==> config.mk <==
export PLATFORM = sky130hd
export DESIGN_NAME = b2c_req_arbiter
export DESIGN_NICKNAME = d
export VERILOG_FILES = /design/src/rtl/b2c_req_arbiter_pkg.sv /design/src/rtl/b2c_req_arbiter_rr.sv /design/src/rtl/b2c_req_arbiter.sv
export SDC_FILE = /design/constraint.sdc
export NUM_CORES = 1
export LEC_CHECK = 0
export BUFFER_PORTS_ARGS = -buffer_cell sky130_fd_sc_hd__buf_2
export CORE_AREA = 2 2 96 98
export DETAILED_ROUTE_END_ITERATION = 6
export DIE_AREA = 0 0 98 100
export PLACE_DENSITY = 0.56
export SLEW_MARGIN = 20
export SYNTH_ARGS = -nofsm -noshare
export SYNTH_HDL_FRONTEND = slang
export SYNTH_SLANG_ARGS = --single-unit
==> constraint.sdc <==
create_clock -name clk -period 2.1 [get_ports clk]
set_input_delay 0.42 -clock clk [delete_from_list [all_inputs] [get_ports clk]]
set_output_delay 0.42 -clock clk [all_outputs]
set_load 0.05 [all_outputs]
==> src/rtl/b2c_req_arbiter_pkg.sv <==
// Shared types and defaults for the blockB-to-blockC request arbiter family.
package b2c_req_arbiter_pkg;

  localparam int unsigned B2C_TIMEOUT_DFLT = 255;
  localparam int unsigned B2C_MAX_REQ      = 8;

  typedef enum logic {
    IDLE = 1'b0,
    REQ  = 1'b1
  } b2c_state_t;

  typedef logic [$clog2(B2C_MAX_REQ)-1:0] grant_idx_t;

endpackage

==> src/rtl/b2c_req_arbiter_rr.sv <==
// Combinational round-robin pick: first asserted request after rr_ptr, with wrap.
module rr_arbiter #(
  parameter int unsigned NUM_REQ = 2
) (
  input  logic [NUM_REQ-1:0]         req_vec,
  input  logic [$clog2(NUM_REQ)-1:0] rr_ptr,
  output logic [NUM_REQ-1:0]         gnt,
  output logic [$clog2(NUM_REQ)-1:0] gnt_idx,
  output logic                       any_req
);

  localparam int unsigned IW = $clog2(NUM_REQ);

  logic        found;
  int unsigned cand;

  always_comb begin
    gnt     = '0;
    gnt_idx = '0;
    found   = 1'b0;
    cand    = 0;
    // Offsets 1..NUM_REQ visit every requester once, the last pick last.
    for (int unsigned k = 1; k <= NUM_REQ; k++) begin
      cand = (32'(rr_ptr) + k) % NUM_REQ;
      if (!found && req_vec[cand]) begin
        found     = 1'b1;
        gnt[cand] = 1'b1;
        gnt_idx   = IW'(cand);
      end
    end
    any_req = |req_vec;
  end

endmodule

==> src/rtl/b2c_req_arbiter.sv <==
// Round-robin arbiter sharing the blockB-to-blockC req/ack channel between rdy/vld producers.
module b2c_req_arbiter
  import b2c_req_arbiter_pkg::*;
#(
  parameter int unsigned NUM_REQ     = 2,
  parameter int unsigned DATA_W      = 32,
  parameter int unsigned TIMEOUT_CYC = B2C_TIMEOUT_DFLT
) (
  input  logic                        clk,
  input  logic                        rst,
  input  logic [NUM_REQ-1:0]          in_vld,
  input  logic [NUM_REQ*DATA_W-1:0]   in_data,
  output logic [NUM_REQ-1:0]          in_rdy,
  output logic                        req,
  output logic [DATA_W-1:0]           req_data,
  input  logic                        ack,
  input  logic                        arb_en,
  input  logic                        err_clr,
  output logic [$clog2(NUM_REQ)-1:0]  grant_id,
  output logic                        busy,
  output logic [15:0]                 done_cnt,
  output logic                        timeout_err
);

  localparam int unsigned GW    = $clog2(NUM_REQ);
  localparam int unsigned TW    = (TIMEOUT_CYC > 0) ? $clog2(TIMEOUT_CYC + 1) : 1;
  localparam int unsigned TLAST = (TIMEOUT_CYC > 0) ? TIMEOUT_CYC - 1 : 0;

  b2c_state_t          state, state_nxt;
  logic [GW-1:0]       rr_ptr;
  logic [TW-1:0]       tcnt;
  logic [NUM_REQ-1:0]  pick_gnt;
  logic [GW-1:0]       pick_idx;
  logic                pick_any;
  logic [DATA_W-1:0]   pick_data;
  logic                accept;
  logic                tmo_hit;

  rr_arbiter #(
    .NUM_REQ (NUM_REQ)
  ) u_rr (
    .req_vec (in_vld),
    .rr_ptr  (rr_ptr),
    .gnt     (pick_gnt),
    .gnt_idx (pick_idx),
    .any_req (pick_any)
  );

  always_comb begin
    pick_data = '0;
    for (int unsigned i = 0; i < NUM_REQ; i++) begin
      if (pick_gnt[i]) pick_data = in_data[i*DATA_W +: DATA_W];
    end
  end

  always_comb begin
    tmo_hit = (TIMEOUT_CYC != 0) && (tcnt == TW'(TLAST));
  end

  always_comb begin
    state_nxt = state;
    in_rdy    = '0;
    accept    = 1'b0;
    unique case (state)
      IDLE: begin
        if (arb_en && pick_any) begin
          accept    = 1'b1;
          in_rdy    = pick_gnt;
          state_nxt = REQ;
        end
      end
      REQ: begin
        if (ack || tmo_hit) state_nxt = IDLE;
      end
      default: state_nxt = IDLE;
    endcase
  end

  assign req  = (state == REQ);
  assign busy = (state == REQ);

  always_ff @(posedge clk) begin
    if (rst) begin
      state       <= IDLE;
      req_data    <= '0;
      grant_id    <= '0;
      rr_ptr      <= GW'(NUM_REQ - 1);
      tcnt        <= '0;
      done_cnt    <= '0;
      timeout_err <= 1'b0;
    end else begin
      state <= state_nxt;
      if (accept) begin
        req_data <= pick_data;
        grant_id <= pick_idx;
        tcnt     <= '0;
      end
      if (state == REQ) begin
        // ack takes precedence over a timeout landing in the same cycle.
        if (ack) begin
          rr_ptr   <= grant_id;
          done_cnt <= done_cnt + 16'd1;
        end else if (tmo_hit) begin
          rr_ptr <= grant_id;
        end else begin
          tcnt <= tcnt + TW'(1);
        end
      end
      if (state == REQ && !ack && tmo_hit) begin
        timeout_err <= 1'b1;
      end else if (err_clr) begin
        timeout_err <= 1'b0;
      end
    end
  end

endmodule

==> metrics.txt <==
run status=finished with violations; failing checks=DRC; total gr overflow=0; # rows=35; number of cells after detailed placement=497; Port Buffers=124; WL met2=3298 um; CTS Sinks=60; antenna violations before repair=0; setup TNS=0 ns; Pins Over Slew Limit=0; fin util=39.48%; final worst-path cycle share=90.36%; CP Max Fanout=9; Net count, final=471; initial DRC count=192; starting density of the core=28.61%; CP Capture Point=in_rdy[1]; Pwr Density=822.3 nW/um^2; Final Skew=0.01058 ns; gpl congestion=0.7870; Worst Max-Slew Pin Slew=0.4972 ns; Peak Freq=527.0 MHz; CP delay by family, top=simple AND/OR/NAND/NOR gates; # fillers=923; Synth Flop Type=dfxtp_1; Top Metal Used=met4; 1st-pass router iterations=7; # hold bufs at CTS=0; post-route insts no fill=513; core area=8890 um^2; Slew headroom=66.85%; area delta synth->final=37.97%; Max Buffers Root-to-Sink=2; Setup Fix Bufs, Post-CTS=0; Commonest cells post-synth=dfxtp_1 (60), nor2_1 (54), a222oi_1 (32), nand2_1 (11), nand3_1 (11); DIE AREA=9800 um^2; Hold Violations, Final=0; RSZ-0062 raised after global routing=false; reg2reg end=tcnt[5]$_SDFF_PP0_; worst hold slack=0.3375 ns; routed vias/inst=5.138; Cells after Synth=275; worst skew pair latency=0.34 ns; ranking of synthesized cells by area=dfxtp_1 (47%), a222oi_1 (13%), nor2_1 (8.0%); Routed Antenna Nets=0; top cell type's share of synthesized area=47.22%; DP Area=3276 um^2; Final WS setup=0.2025 ns; Peak VDD IR=0.3190 mV; layout cell share with drive strength beyond 1=39.30%; Worst-path clk slew=0.08 ns; Seq/Total Area, Yosys=47.22%; CP endpoint kind=primary output; Reg2Reg Launch Point=busy$_SDFF_PP0_; final instance area=3510 um^2; Die H=100 um; largest net degree at the start of global routing=33; synthesized cell area=2544 um^2; critical path required time=1.68 ns; WL met3=550 um; global-route wire length before repair=11740 um; count of final setup violators=0; Worst Setup Path Type=reg -> out; Worst Path Buf+Inv=1; R2R setup slack=0.45 ns; dominant cell type by area after synthesis=dfxtp_1; fraction of registers with async set/reset=0%; overall power=2.886 mW; Yosys warning total=0; Avg Cell Area, Syn=9.250 um^2; Lkg Pwr=1.588 nW; CP max stage delay=0.40 ns; FF-to-FF path depth=4; vias in the first global route=2498; top-count cell post-synth=dfxtp_1; Tot GR Track Use=14.63%; crit path DAT=1.48 ns; Synth cell types=43; worst setup path startpoint=busy$_SDFF_PP0_; total number of vias=2636; Worst Hold Launch=in_data[61]; DRC Markers=1; post-CTS resize count=0; max_cap viols=0; CP Cell Sequence=nor2b_1, and3_1, buf_2; fin crit period=1.898 ns; critical path depth=3; Slowest-stage cell, CP=dfxtp_1; CTS tree=yes; DP HPWL=5109 um; final WL=7146 um; Synth Register Bits=60; Max H-tree Level=3; ANT cells=0; setup slack at placement=0.3868 ns; Die W=98 um; Post-synth EDFFs=0; I/O pin count=125; Setup crit start kind=register; met1 wire length=3125 um; Inserted Clock Buffers=9; syn_nets=349; worst hold path class=in -> reg; CTS Root Cell=clkbuf_8; WL/cell=13.93 um
[kinds of logic after synthesis]
kind of cell	synth area share [%]
AOI/OAI and AO/OA	18.94
xor gates and xnor gates	3.787
adders and majority gates	1.476
buffers and inverters	4.328
DFF	47.22
muxes	1.279
and+or+nand+nor	22.97
[flip-flops by register name (all words and copies together) (netlist names)]
register / flops
grant_id: 1
rr_ptr: 1
done_cnt: 16
tcnt: 8
req_data: 32
timeout_err: 1
busy: 1
[layout by cell type, fill, tap and decap left out, types with 5 or more instances in the layout]
cell type and n:
a222oi_1 32, nand3_1 11, xnor2_1 6, dfxtp_1 60, a21oi_1 10, nor2b_1 5
buf_2 124, nand2b_1 5, nor2_1 54, clkbuf_8 11, nand4_1 8, buf_4 8
xor2_1 5, nand2_1 11
[metal layers]
layer | track usage, % | vias to the layer above
met5 | 0 | -
li1 | - | 1284
met1 | 18.22 | 1230
met3 | 4.457 | 14
met2 | 23.39 | 108
met4 | 6.624 | 0
[power breakdown]
group          internal (mW)  switching [mW]  leakage (nW)
Combinational          0.146           0.309         0.980
Sequential              1.18          0.0299         0.488
Clock                  0.737           0.479         0.120
[worst min-delay path by stage]
stage	to	depth (start not counted)
global placement	req_data[15]$_SDFFE_PP0P_	2
floorplan	tcnt[0]$_SDFF_PP0_	2
detailed placement	done_cnt[1]$_SDFFE_PP0P_	2
CTS	req_data[29]$_SDFFE_PP0P_	3
global route	req_data[15]$_SDFFE_PP0P_	3
finish	req_data[29]$_SDFFE_PP0P_	3
[worst register-to-register path, stage by stage, from the launching register on]
cell and delay, ns:
dfxtp_1 0.50, nor2b_1 0.29, o21ai_2 0.19, or4_1 0.50, o311ai_1 0.08
[layout make-up]
cell class	instances	area, um^2	share of cell area (%)
clock inverter	5	82.58	2.353
clock buffer	11	151.4	4.314
inverter	5	18.77	0.5348
multi-input combinational	189	1236	35.22
timing repair buffer	132	680.7	19.39
sequential	60	1201	34.22
tap	111	138.9	3.957
Note: power is estimated with default switching activity, not from simulation.
